### src/rtl/sprite_motion_sched_if.sv
// Bus bundle for sprite_motion_sched: frame sync in, committed sprite
// positions and status out. The optional freeze input exists only when
// MOTION_FREEZE_EN is defined.
interface sprite_motion_sched_if #(
    parameter int NSPR = 4
);
    logic                   vsync;
`ifdef MOTION_FREEZE_EN
    logic                   freeze;
`endif
    logic [11*NSPR-1:0]     posx_all;
    logic [11*NSPR-1:0]     posy_all;
    logic                   busy;
    logic [7:0]             frame_cnt;
    logic                   overrun;

    // Scheduler side: consumes sync, produces positions and status.
    modport slave (
        input  vsync,
`ifdef MOTION_FREEZE_EN
        input  freeze,
`endif
        output posx_all,
        output posy_all,
        output busy,
        output frame_cnt,
        output overrun
    );

    // Sync generator / display side.
    modport master (
        output vsync,
`ifdef MOTION_FREEZE_EN
        output freeze,
`endif
        input  posx_all,
        input  posy_all,
        input  busy,
        input  frame_cnt,
        input  overrun
    );
endinterface

### src/rtl/sprite_motion_sched.sv
// sprite_motion_sched: on each vsync assertion edge, walks every sprite
// through one bounce step (X then Y, one shared adder/comparator), then
// commits all working positions to the outputs in a single edge.
// Optional feature macro: MOTION_FREEZE_EN (adds a freeze input that
// skips frames while high).
module sprite_motion_sched #(
    parameter int NSPR    = 4,
    parameter int HACTIVE = 640,
    parameter int VACTIVE = 480,
    parameter int SPR_W   = 16,
    parameter int SPR_H   = 16,
    parameter int STEP    = 1,
    parameter int VS_POL  = 0
) (
    input  logic                  clk,
    input  logic                  rst_n,
    sprite_motion_sched_if.slave  bus
);
    localparam int          IW      = (NSPR > 1) ? $clog2(NSPR) : 1;
    localparam logic [IW-1:0] LAST_IDX = IW'(NSPR - 1);
    localparam logic [11:0] STEP12  = 12'(STEP);
    localparam logic [11:0] LIM_X   = 12'(HACTIVE - SPR_W);
    localparam logic [11:0] LIM_Y   = 12'(VACTIVE - SPR_H);
    localparam logic        VS_ACT  = 1'(VS_POL);

    typedef enum logic [1:0] {IDLE, UPDX, UPDY, COMMIT} state_t;

    state_t             state_q, state_d;
    logic [IW-1:0]      idx_q, idx_d;
    logic               vs_q;
    logic [10:0]        wx_q [NSPR];
    logic [10:0]        wx_d [NSPR];
    logic [10:0]        wy_q [NSPR];
    logic [10:0]        wy_d [NSPR];
    logic [NSPR-1:0]    dirx_q, dirx_d;   // 1'b0 = moving +, 1'b1 = moving -
    logic [NSPR-1:0]    diry_q, diry_d;
    logic [11*NSPR-1:0] posx_q, posx_d;
    logic [11*NSPR-1:0] posy_q, posy_d;
    logic [7:0]         frame_q, frame_d;
    logic               overrun_q, overrun_d;
    logic               busy_q, busy_d;

    logic               edge_s;
    logic [11:0]        alu_p_s;
    logic               alu_dir_s;
    logic [11:0]        alu_lim_s;
    logic [11:0]        alu_sum_s;
    logic [11:0]        alu_np_s;
    logic               alu_nd_s;
    logic               freeze_s;

    assign edge_s = (vs_q != VS_ACT) && (bus.vsync == VS_ACT);

`ifdef MOTION_FREEZE_EN
    assign freeze_s = bus.freeze;
`else
    assign freeze_s = 1'b0;
`endif

    // Shared bounce step: operand and limit are picked by the current axis.
    always_comb begin
        alu_p_s   = 12'd0;
        alu_dir_s = 1'b0;
        alu_lim_s = LIM_X;
        alu_np_s  = 12'd0;
        alu_nd_s  = 1'b0;
        if (state_q == UPDY) begin
            alu_p_s   = {1'b0, wy_q[idx_q]};
            alu_dir_s = diry_q[idx_q];
            alu_lim_s = LIM_Y;
        end else begin
            alu_p_s   = {1'b0, wx_q[idx_q]};
            alu_dir_s = dirx_q[idx_q];
            alu_lim_s = LIM_X;
        end
        alu_sum_s = alu_p_s + STEP12;
        if (!alu_dir_s) begin
            if (alu_sum_s >= alu_lim_s) begin
                alu_np_s = alu_lim_s;
                alu_nd_s = 1'b1;
            end else begin
                alu_np_s = alu_sum_s;
                alu_nd_s = 1'b0;
            end
        end else begin
            if (alu_p_s <= STEP12) begin
                alu_np_s = 12'd0;
                alu_nd_s = 1'b0;
            end else begin
                alu_np_s = alu_p_s - STEP12;
                alu_nd_s = 1'b1;
            end
        end
    end

    // Next-state logic: sequencer, working-copy updates and commit.
    always_comb begin
        state_d   = state_q;
        idx_d     = idx_q;
        wx_d      = wx_q;
        wy_d      = wy_q;
        dirx_d    = dirx_q;
        diry_d    = diry_q;
        posx_d    = posx_q;
        posy_d    = posy_q;
        frame_d   = frame_q;
        // An edge landing in any non-idle state (COMMIT included) is dropped.
        overrun_d = overrun_q | (edge_s && (state_q != IDLE));
        case (state_q)
            IDLE: begin
                if (edge_s && !freeze_s) begin
                    state_d = UPDX;
                    idx_d   = '0;
                end else begin
                    state_d = IDLE;
                end
            end
            UPDX: begin
                wx_d[idx_q]   = alu_np_s[10:0];
                dirx_d[idx_q] = alu_nd_s;
                state_d       = UPDY;
            end
            UPDY: begin
                wy_d[idx_q]   = alu_np_s[10:0];
                diry_d[idx_q] = alu_nd_s;
                if (idx_q == LAST_IDX) begin
                    state_d = COMMIT;
                end else begin
                    idx_d   = idx_q + IW'(1);
                    state_d = UPDX;
                end
            end
            COMMIT: begin
                for (int i = 0; i < NSPR; i++) begin
                    posx_d[11*i +: 11] = wx_q[i];
                    posy_d[11*i +: 11] = wy_q[i];
                end
                frame_d = frame_q + 8'd1;
                idx_d   = '0;
                state_d = IDLE;
            end
            default: begin
                state_d = IDLE;
                idx_d   = '0;
            end
        endcase
        busy_d = (state_d != IDLE);
    end

    // State registers with asynchronous reset to the start-of-day layout.
    always_ff @(posedge clk or negedge rst_n) begin
        if (!rst_n) begin
            state_q   <= IDLE;
            idx_q     <= '0;
            vs_q      <= ~VS_ACT;
            frame_q   <= 8'd0;
            overrun_q <= 1'b0;
            busy_q    <= 1'b0;
            dirx_q    <= '0;
            diry_q    <= '0;
            for (int i = 0; i < NSPR; i++) begin
                wx_q[i]            <= 11'(2 * SPR_W * i);
                wy_q[i]            <= 11'(SPR_H * i);
                posx_q[11*i +: 11] <= 11'(2 * SPR_W * i);
                posy_q[11*i +: 11] <= 11'(SPR_H * i);
            end
        end else begin
            state_q   <= state_d;
            idx_q     <= idx_d;
            vs_q      <= bus.vsync;
            frame_q   <= frame_d;
            overrun_q <= overrun_d;
            busy_q    <= busy_d;
            dirx_q    <= dirx_d;
            diry_q    <= diry_d;
            wx_q      <= wx_d;
            wy_q      <= wy_d;
            posx_q    <= posx_d;
            posy_q    <= posy_d;
        end
    end

    assign bus.posx_all  = posx_q;
    assign bus.posy_all  = posy_q;
    assign bus.busy      = busy_q;
    assign bus.frame_cnt = frame_q;
    assign bus.overrun   = overrun_q;

endmodule

### src/flat_wrapper.sv
// flat-port wrapper written by rule: the top's interface ports become plain ports
module sprite_motion_sched_flat 
#(
    parameter int NSPR    = 4,
    parameter int HACTIVE = 640,
    parameter int VACTIVE = 480,
    parameter int SPR_W   = 16,
    parameter int SPR_H   = 16,
    parameter int STEP    = 1,
    parameter int VS_POL  = 0
)
  (clk, rst_n, bus_vsync, bus_posx_all, bus_posy_all, bus_busy, bus_frame_cnt, bus_overrun);
  sprite_motion_sched_if #(.NSPR(NSPR)) bus_i ();
  input  logic clk;
  input  logic rst_n;
  input wire logic [$bits(bus_i.vsync)-1:0] bus_vsync;
  output wire logic [$bits(bus_i.posx_all)-1:0] bus_posx_all;
  output wire logic [$bits(bus_i.posy_all)-1:0] bus_posy_all;
  output wire logic [$bits(bus_i.busy)-1:0] bus_busy;
  output wire logic [$bits(bus_i.frame_cnt)-1:0] bus_frame_cnt;
  output wire logic [$bits(bus_i.overrun)-1:0] bus_overrun;
  assign bus_i.vsync = bus_vsync;
  assign bus_posx_all = bus_i.posx_all;
  assign bus_posy_all = bus_i.posy_all;
  assign bus_busy = bus_i.busy;
  assign bus_frame_cnt = bus_i.frame_cnt;
  assign bus_overrun = bus_i.overrun;
  sprite_motion_sched #(.NSPR(NSPR), .HACTIVE(HACTIVE), .VACTIVE(VACTIVE), .SPR_W(SPR_W), .SPR_H(SPR_H), .STEP(STEP), .VS_POL(VS_POL)) u_core (.clk(clk), .rst_n(rst_n), .bus(bus_i));
endmodule
### config.mk
export PLATFORM = sky130hd
export DESIGN_NAME = sprite_motion_sched_flat
export DESIGN_NICKNAME = d
export VERILOG_FILES = /design/src/rtl/sprite_motion_sched_if.sv /design/src/rtl/sprite_motion_sched.sv /design/src/flat_wrapper.sv
export SDC_FILE = /design/constraint.sdc
export NUM_CORES = 1
export LEC_CHECK = 0
export CAP_MARGIN = 20
export CELL_PAD_IN_SITES_DETAIL_PLACEMENT = 1
export CELL_PAD_IN_SITES_GLOBAL_PLACEMENT = 2
export CORE_ASPECT_RATIO = 1.4
export CORE_MARGIN = 2
export CORE_UTILIZATION = 32
export CTS_BUF_LIST = sky130_fd_sc_hd__clkbuf_8 sky130_fd_sc_hd__clkbuf_16
export CTS_CLUSTER_DIAMETER = 30
export DETAILED_ROUTE_END_ITERATION = 7
export GPL_ROUTABILITY_DRIVEN = 0
export PLACE_DENSITY_LB_ADDON = 0.1
export REMOVE_ABC_BUFFERS = 1
export SLEW_MARGIN = 0
export SYNTH_ARGS = -nofsm -noshare
export SYNTH_HDL_FRONTEND = slang
export SYNTH_SLANG_ARGS = --single-unit
### constraint.sdc
create_clock -name clk -period 4 [get_ports clk]
set_input_delay 0.4 -clock clk [delete_from_list [all_inputs] [get_ports clk]]
set_output_delay 0.4 -clock clk [all_outputs]
set_load 0.05 [all_outputs]
==> results of run 1 <==
## routing by layer
layer  wire length, um  up-vias  track usage
met1             11600     3657       0.2293
met3               744       23      0.03236
met2             13390       97       0.3258
met4               413        0      0.04937
li1                  -     3472            -
met5                 0        -            0
## cell type report
type	count	area (sq um)	area share
sequential	199	5002	0.4350
multi-input combinational	695	3831	0.3332
timing repair buffer	166	1548	0.1346
tap	370	462.9	0.04026
clock buffer	17	425.4	0.03700
clock inverter	15	177.7	0.01545
inverter	13	51.30	0.004461
## worst max-delay path by stage
stage	startpoint	endpoint	cells after the start
final	u_core.idx_q[0]	u_core.wx_q[39]	17
after global routing	u_core.idx_q[0]	u_core.wy_q[6]	16
after CTS	u_core.idx_q[0]	u_core.wy_q[19]	17
after detailed placement	u_core.idx_q[0]	u_core.wx_q[5]	16
after global placement	u_core.idx_q[0]	u_core.wx_q[8]	17
after floorplan	u_core.idx_q[0]	u_core.wx_q[28]	12
## cells by family after synthesis
group / after synthesis / share of synthesized area
adder cells (fa/ha/maj): 12 / 0.01663
XOR/XNOR: 14 / 0.01358
buffers and inverters: 67 / 0.03604
AO/OA/AOI/OAI: 157 / 0.1006
flip-flops: 199 / 0.5541
multiplexers: 45 / 0.06446
AND/OR/NAND/NOR: 467 / 0.2146
## worst max-delay path, delay by kind of cell (launching register included)
family          cells  cell delay [ns]
compound gates      3             0.51
flops               1             0.44
xor+xnor            1             0.21
buf+inv             4             0.59
simple gates        6             0.96
mux                 2             0.64
fa+ha+maj           1             0.31
## sequential cells by signal (all words and copies together) (netlist names), 2 cells and up
name                  cells
u_core.state_q            2
u_core.idx_q              2
u_core.bus.frame_cnt      8
u_core.wy_q              44
u_core.wx_q              44
u_core.bus.posx_all      44
u_core.bus.posy_all      44
u_core.dirx_q             4
u_core.diry_q             4
## power breakdown
| part | internal, uW | leakage [uW] | switching, uW | total (uW) |
|---|---|---|---|---|
| Combinational | 2290 | 0.00244 | 3960 | 6250 |
| Sequential | 2760 | 0.00258 | 517 | 3280 |
| Clock | 989 | 0.000293 | 809 | 1800 |
| Total | 6040 | 0.00531 | 5290 | 11300 |
## placed cells by master (no fill, tap or decap), drive strengths merged, types with 7 or more instances in the layout
master         count
clkdlybuf4s50     99
buf               66
a21oi             17
nor2              13
a2111oi            7
dfstp             17
dfrtp            182
nor2b              8
nor3               7
nand4              8
mux2i             33
clkbuf            18
inv               18
o21ai            104
nand2            393
mux4              10
ha                12
nand3             15
xnor2              9
a31oi              8
## per-stage QoR
step | power [uW] | util | instance area [sq um] | worst slack [ns]
floorplan | 6775 | - | 8752 | -0.7314
global placement | 9289 | 0.3869 | 10700 | -0.006522
detailed placement | 9374 | 0.3869 | 10700 | -0.1596
CTS | 11360 | 0.4121 | 11400 | 0.008060
global route | 12110 | 0.4158 | 11500 | -0.01428
finish | 11330 | 0.4158 | 11500 | 0.1862
## repair_timing
| action | in CTS | in global routing |
|---|---|---|
| resized for setup | 14 | 25 |
| pin swaps | 4 | 12 |
| buffers inserted | 5 | 0 |
| setup endpoints to repair | 72 | 88 |
==> flow_summary.yaml, run 1 <==
status:
  status: "finished clean"
sta:
  max_freq_mhz: 262.2
  setup_violations: 0
  whs_ns: 0.01290
  finalMaxSlewViolations: 0
  tns_ns: 0
  finClkSkew_ns: 0.01427
  hold_violations: 0
  post-route-min-period_ns: 3.814
  slew_headroom: 0.2625
  finalCritPeriodShare: 0.9534
  max_slew.worst_pin.slew_ns: 1.104
global_routing:
  first_global_vias: 7744
  grt_pass1_wl_um: 42600
  grt_use_total: 0.1833
  grt.overflow.total: 0
  grt_antenna_before_repair: 0
  grt_max_degree: 90
clock_tree:
  cts-hold-fix-buffers: 0
  cts.sinks: 199
  clock_latency_ns: 0.45
  root_buffer: "clkbuf_16"
  tritoncts: "yes"
  cts_buffer_depth: 2
  cts_buffers: 17
  clk_pin_slew_ns: 0.07
  htreeDepth: 4
finish:
  nNetsFinal: 1107
  area_growth_pct: 27.39
  fillers: 3180
  drive_above_1_share: 0.1484
  instances_no_fill: 1475
  insertedDiodeCount: 0
min_path:
  hold_path_class: "in -> async"
worst_setup_path:
  worstReg2RegStart: "u_core.idx_q[0]"
  path_cells: "buf_4 -> mux2i_1 -> mux4_2 -> nor2_4 -> and3_4 -> nand3_4 -> nor3_2 -> xor2_1 -> inv_1 -> ha_1 -> nand2_2 -> a211oi_4 -> buf_4 -> or2_4 -> a222oi_1 -> buf_4 -> o21ai_1"
  cp_slowest_cell: "mux4_2"
  r2r_cells: 17
  r2r_slack_ns: 0.19
  r2r-end: "u_core.wx_q[39]"
  cp_slowest_stage_delay_ns: 0.53
  crit_path_max_fanout: 8
  criticalPathCategory: "reg -> reg"
  crit_path_start_kind: "register"
  crit_top_cell: "buf_4"
  arrival_ns: 4.10
  cp.required_ns: 4.29
  end_kind: "register"
yosys:
  synthCells: 961
  synth_common_cells: "393 x nand2_1, 182 x dfrtp_1, 92 x o21ai_0, 39 x clkbuf_1, 32 x mux2i_1"
  synth_cell_types: 59
  yosys-top-cells-area: "dfrtp_1 50%, nand2_1 16%, o21ai_0 5.1%"
  yosysSeqAreaShare: 0.5541
  netlist_area_sq_um: 9026
  yosys.area.top_type_share: 0.5046
  yosysTopAreaCell: "dfrtp_1"
  synthArstFlopShare: 1.000
  synth-edff-count: 0
  yosysMostFrequentCell: "nand2_1"
  ys_warn_count: 0
  synthFlopType: "dfrtp_1"
  synth_area_per_cell_sq_um: 9.392
  synth-seq-cells: 199
die:
  die_width_um: 145.9
  rows: 72
  die_area_sq_um: 29590
  fp.coreArea_sq_um: 27660
  die_y_um: 202.7
  io-pin-count: 101
  start_util: 0.3264
detailed_routing:
  ant_nets: 0
  viasPerCell: 4.915
  initialDrtViolationCount: 304
  wl_per_cell_um: 17.72
  dr.pass1.iters: 4
  wirelength_um: 26140
  num_vias: 7249
  drc_errors: 0
flow_run:
  cap_violations: 0
place:
  port_buffers: 100
  place_inst: 1437
  dp_hpwl_um: 18080
pwr:
  p_per_area_nw_per_um2: 985.1
  peakVddDrop_uv: 384.1
  p_leak_uw: 0.005307
Power figures use the tool's default switching activity.
==> inputs of run 2 (changes only) <==
CORE_ASPECT_RATIO = 0.6   (was 1.4)
==> run 2 against run 1 <==
Register-to-register slack got worse by 0.11 ns. Sequential share of layout area is 0.53 points lower. Core utilization is 0.56 points higher. Cell count grew 0.47%. Maximum frequency is 2.7% lower. Non-clock buffer count increased by 10. Via count grew 0.36%. Wire length grew 5.2%.
==> flow_summary.yaml, run 2 (synthesized netlist as in run 1, its figures left out) <==
worst_setup_path:
  crit_path_start_kind: "register"
  criticalPathCategory: "reg -> reg"
  path_cells: "buf_12 -> mux2i_1 -> mux4_2 -> nor2_4 -> and3_4 -> nand3_4 -> xnor2_2 -> inv_1 -> ha_4 -> nand4b_1 -> mux2_4 -> a211oi_4 -> buf_6 -> nor3_1 -> a211oi_2 -> buf_4 -> o21ai_0"
  end_kind: "register"
  r2r_slack_ns: 0.08
  critical-path-top-delay-family: "multiplexers"
  cp.required_ns: 4.29
  r2r_cells: 17
  path_buf_inv: 4
  r2r-end: "u_core.wy_q[36]"
  cp_slowest_stage_delay_ns: 0.55
  crit_path_max_fanout: 8
  worstReg2RegStart: "u_core.idx_q[0]"
  arrival_ns: 4.21
  cp_slowest_cell: "mux4_2"
die:
  die_y_um: 134.1
  fp.coreArea_sq_um: 27640
  rows: 47
  die_width_um: 220.8
  io-pin-count: 101
  start_util: 0.3266
  die_area_sq_um: 29610
place:
  dp_hpwl_um: 18420
  port_buffers: 100
finish:
  drive_above_1_share: 0.1525
  mostFrequentLayoutCells: "391 x nand2_1, 181 x dfrtp_1, 99 x clkdlybuf4s50_1, 68 x o21ai_0, 62 x buf_4"
  area_growth_pct: 29.04
  final_core_util: 0.4214
  final_common_cell: "nand2_1"
  insertedDiodeCount: 0
  nNetsFinal: 1117
detailed_routing:
  ant_nets: 0
  wirelength_um: 27500
  wl_per_cell_um: 18.56
  initialDrtViolationCount: 457
  viasPerCell: 4.909
  drc_errors: 0
  num_vias: 7275
  dr.pass1.iters: 4
sta:
  setup_violations: 0
  finalMaxSlewViolations: 0
  whs_ns: 0.04252
  finClkSkew_ns: 0.007550
  max_freq_mhz: 255.0
  max_slew.worst_pin.slew_ns: 1.139
  grt_setup_unrepaired: "true"
  finalCritPeriodShare: 0.9803
  slew_headroom: 0.2389
  post-route-min-period_ns: 3.921
  hold_violations: 0
flow_run:
  cap_violations: 0
clock_tree:
  cts-hold-fix-buffers: 0
  root_buffer: "clkbuf_16"
  clk_pin_slew_ns: 0.07
  tritoncts: "yes"
  htreeDepth: 4
  cts_buffers: 17
  clock_latency_ns: 0.45
  cts_buffer_depth: 2
  cts.sinks: 199
pwr:
  p_per_area_nw_per_um2: 993.2
  switching_share: 0.4777
  combPwrFrac: 0.576
  total_power_uw: 11570
  peakVddDrop_uv: 340.3
  pwr-share-seq: 0.286
  power.internal_uw: 6042
  p_leak_uw: 0.005379
  p_sw_uw: 5526
  p_clk_frac: 0.138
global_routing:
  grt_use_total: 0.1912
  grt_pass1_wl_um: 43860
  grt.overflow.total: 0
  grt_max_degree: 96
  first_global_vias: 7523
  grt_antenna_before_repair: 0
min_path:
  hold_path_class: "in -> async"
status:
  status: "finished clean"
-- run 2: cell type report --
type / instances / area, sq um
Clock buffer: 19 / 452.9
Clock inverter: 13 / 72.57
Fill cell: 3174 / 15990
Inverter: 13 / 51.30
Multi-Input combinational cell: 695 / 3929
Sequential cell: 199 / 5005
Tap cell: 367 / 459.2
Timing Repair Buffer: 176 / 1678
-- run 2: metal layers --
layer / part of all wire / routed length (um) / GRT usage
met1: 0.53 / 14570 / 0.2979
met2: 0.42 / 11410 / 0.2672
met3: 0.044 / 1219 / 0.03680
met4: 0.011 / 294 / 0.05220
met5: 0 / 0 / 0
-- run 2: worst max path at each step --
stage                                from               to  slack [ns]  cells after the start
after floorplan           u_core.idx_q[0]  u_core.wx_q[28]       -0.73                     12
after global placement    u_core.idx_q[0]  u_core.wx_q[30]       -0.13                     17
after detailed placement  u_core.idx_q[0]  u_core.wy_q[41]       -0.20                     17
after CTS                 u_core.idx_q[0]  u_core.wy_q[41]       0.004                     17
after global routing      u_core.idx_q[0]  u_core.wy_q[27]        -0.1                     17
final                     u_core.idx_q[0]  u_core.wy_q[36]        0.08                     17
-- run 2: power groups by stage --
stage          Sequential [uW]  Combinational, uW  Clock [uW]
5_1_grt                   3410               7200        1730
2_1_floorplan             4410               2360           0
3_5_place_dp              3370               6080           0
4_1_cts                   3320               6300        1660
3_3_place_gp              3360               6000           0
6_report                  3310               6670        1590
-- run 2: stage by stage --
stage               instances  TNS (ns)  instance area [sq um]  setup slack, ns
CTS                      1473         0                  11360         0.004023
global placement         1432    -3.534                  10690          -0.1298
finish                   1482         0                  11650          0.07878
floorplan                 907    -51.09                   8752          -0.7314
detailed placement       1432    -7.180                  10690          -0.2034
global route             1482    -3.259                  11650         -0.09546
-- run 2: what timing repair did --
item                       4_1_cts  5_1_grt
resized for setup               16       58
setup endpoints to repair       88       88
pin swaps                        3       16
setup buffers                    9        6
-- run 2: worst reg2reg max path, cell delays in order (launching register included) --
cell and delay [ns]:
dfrtp_4 0.50, buf_12 0.16, mux2i_1 0.13, mux4_2 0.55, nor2_4 0.12, and3_4 0.22, nand3_4 0.10, xnor2_2 0.20
inv_1 0.10, ha_4 0.28, nand4b_1 0.09, mux2_4 0.28, a211oi_4 0.27, buf_6 0.16, nor3_1 0.06, a211oi_2 0.25
buf_4 0.20, o21ai_0 0.09
==> inputs of run 3 (changes only) <==
ABC_AREA = 1   (was not set)
CORE_UTILIZATION = 31   (was 32)
MAX_ROUTING_LAYER = met4   (was not set)
==> run 3 against run 2 <==
Die area is 8.2% higher. Wire length is 7.2% higher. Register-to-register slack better by 0.34 ns. Hold slack better by 0.0043 ns. Count of clock-buffer cells in the layout is 1 lower. Worst setup slack better by 0.34 ns. Flip-flop and latch count stayed put. Clock skew is 0.0029 ns higher. First-iteration DRC count is 2.8% lower. Largest cell class unchanged. Final area is 0.99% lower. Core utilization is 3.8 points lower.
==> flow_summary.yaml, run 3 <==
yosys:
  ys_warn_count: 0
  synthArstFlopShare: 1.000
  netlist_area_sq_um: 9483
  synthCells: 1120
  synth_area_per_cell_sq_um: 8.467
  yosys-top-cells-area: "dfrtp_1 48%, nand2_1 16%, o21ai_0 6.0%"
  yosysMostFrequentCell: "nand2_1"
  synth_common_cells: "392 x nand2_1, 182 x dfrtp_1, 114 x o21ai_0, 110 x inv_1, 56 x nand3_1"
  synth-seq-cells: 199
  synth_top_family_by_area: "simple AND/OR/NAND/NOR gates"
  synth_compound_area_frac: 0.1056
  yosys.area.top_type_share: 0.4803
  synth_adder_area_share: 0.01583
  synthXorXnorAreaFrac: 0.01570
  synth.area.mux_share: 0.01069
  yosysSeqAreaShare: 0.5274
  yosysTopAreaCell: "dfrtp_1"
  synth_cell_types: 37
  synth-edff-count: 0
  yosys.area_share.simple: 0.2474
  synthFlopType: "dfrtp_1"
detailed_routing:
  wl_met1_um: 15970
  route.met2.wl_um: 12370
  routed.top_layer: "met4"
  dr.pass1.iters: 5
  wirelength_um: 29480
  ant_nets: 0
  wl_per_cell_um: 17.97
  drc_errors: 0
  initialDrtViolationCount: 444
  viasPerCell: 4.613
  num_vias: 7566
  route.met3.wl_um: 728
sta:
  finClkSkew_ns: 0.01044
  hold_violations: 0
  finalCritPeriodShare: 0.8959
  grt_setup_unrepaired: "false"
  max_slew.worst_pin.slew_ns: 0.9175
  slew_headroom: 0.3883
  tns_ns: 0
  max_freq_mhz: 279.1
  post-route-min-period_ns: 3.584
  setup_ws_ns: 0.4165
  setup_violations: 0
  finalMaxSlewViolations: 0
worst_setup_path:
  r2r_cells: 20
  cp.required_ns: 4.40
  worstSetupStartpoint: "u_core.state_q[0]"
  criticalPathCategory: "reg -> reg"
  r2r-end: "u_core.wx_q[16]"
  crit_end: "u_core.wx_q[16]"
  crit_path_max_fanout: 16
  crit_path_start_kind: "register"
  r2r_slack_ns: 0.42
  end_kind: "register"
  worstReg2RegStart: "u_core.state_q[0]"
  arrival_ns: 3.98
clock_tree:
  htreeDepth: 4
  cts_buffers: 17
  clock_latency_ns: 0.46
  cts.sinks: 199
  cts-hold-fix-buffers: 0
  root_buffer: "clkbuf_16"
  clk_pin_slew_ns: 0.07
  cts_buffer_depth: 2
  tritoncts: "yes"
finish:
  fillers: 3572
  mostFrequentLayoutCells: "391 x nand2_1, 181 x dfrtp_1, 114 x o21ai_0, 112 x inv_1, 99 x clkdlybuf4s50_1"
  multi_input_area_sq_um: 3755
  area_growth_pct: 21.61
  nNetsFinal: 1235
  register_area_sq_um: 5002
  final_common_cell: "nand2_1"
  drive_above_1_share: 0.1144
  insertedDiodeCount: 0
status:
  status: "finished clean"
global_routing:
  grt.overflow.total: 0
  grt_antenna_before_repair: 0
  first_global_vias: 7881
  grt_pass1_wl_um: 47190
  grt_use_total: 0.1997
  grt_max_degree: 104
die:
  die_width_um: 229.8
  die_y_um: 139.5
  start_util: 0.3157
  rows: 49
  die_area_sq_um: 32050
  io-pin-count: 101
  fp.coreArea_sq_um: 30040
place:
  port_buffers: 100
  pre_cts_slack_ns: 0.2533
  dp_hpwl_um: 20460
flow_run:
  cap_violations: 0
min_path:
  hold_path_class: "in -> async"
run 3: how the worst min path moves through the flow:
stage	from	end	slack, ns	cells after the start
floorplan	rst_n	u_core.bus.busy	0.10	0
global placement	u_core.bus.overrun	u_core.bus.overrun	0.45	2
detailed placement	u_core.wx_q[5]	u_core.wx_q[5]	0.46	2
CTS	rst_n	u_core.bus.posy_all[12]	0.09	1
global route	rst_n	u_core.bus.posy_all[23]	0.11	1
finish	rst_n	u_core.bus.posy_all[23]	0.05	1
run 3: kinds of logic (layout without fill, tap and decap cells):
| group | after synthesis | in the layout |
|---|---|---|
| compound gates | 183 | 183 |
| xor+xnor | 17 | 17 |
| fa+ha+maj | 12 | 12 |
| buf+inv | 170 | 282 |
| flops | 199 | 199 |
| mux | 9 | 9 |
| simple gates | 530 | 530 |
run 3: metrics by stage:
stage,instances,util,instance area [sq um],hold slack (ns)
2_1_floorplan,1074,-,9219,0.1044
3_3_place_gp,1609,0.3656,10980,0.4468
3_5_place_dp,1609,0.3656,10980,0.4608
4_1_cts,1640,0.3838,11530,0.08884
5_1_grt,1640,0.3839,11530,0.1124
6_report,1640,0.3839,11530,0.04681
run 3: layer usage:
| metal | global-route usage | vias up |
|---|---|---|
| met5 | - | - |
| met4 | 0.05195 | 0 |
| met3 | 0.03217 | 18 |
| met2 | 0.2800 | 88 |
| met1 | 0.2970 | 3740 |
| li1 | - | 3720 |
run 3: timing repair:
item	in CTS	in global routing
gates resized for setup	0	2
setup buffers	0	0
endpoints found under the setup margin	0	79
run 3: worst max-delay path, stage by stage, from the launching register on:
cell,delay (ns)
dfrtp_1,0.46
inv_1,0.11
nand2_2,0.23
inv_4,0.33
nand2_1,0.11
nand2_2,0.13
ha_1,0.24
nand3_1,0.15
nor2_2,0.18
nand4_1,0.13
xor2_1,0.21
inv_1,0.07
ha_1,0.18
a21o_1,0.23
nor2_8,0.18
nand2_8,0.13
nand2_4,0.11
nand3_4,0.07
nand2_4,0.13
nand2_1,0.07
nand2_1,0.07
run 3: area by class of cell:
type,instances,area share
clock buffers,18,0.03808
clock inverters,13,0.009331
inverters,124,0.04101
multi-input cells,751,0.3256
flip-flops and latches,199,0.4338
well taps,408,0.04427
repair buffers,127,0.1080
Power of run 3 is left out: the tool's default activity adds up to more than one toggle a clock period on the data nets, which glitch-free logic cannot reach.
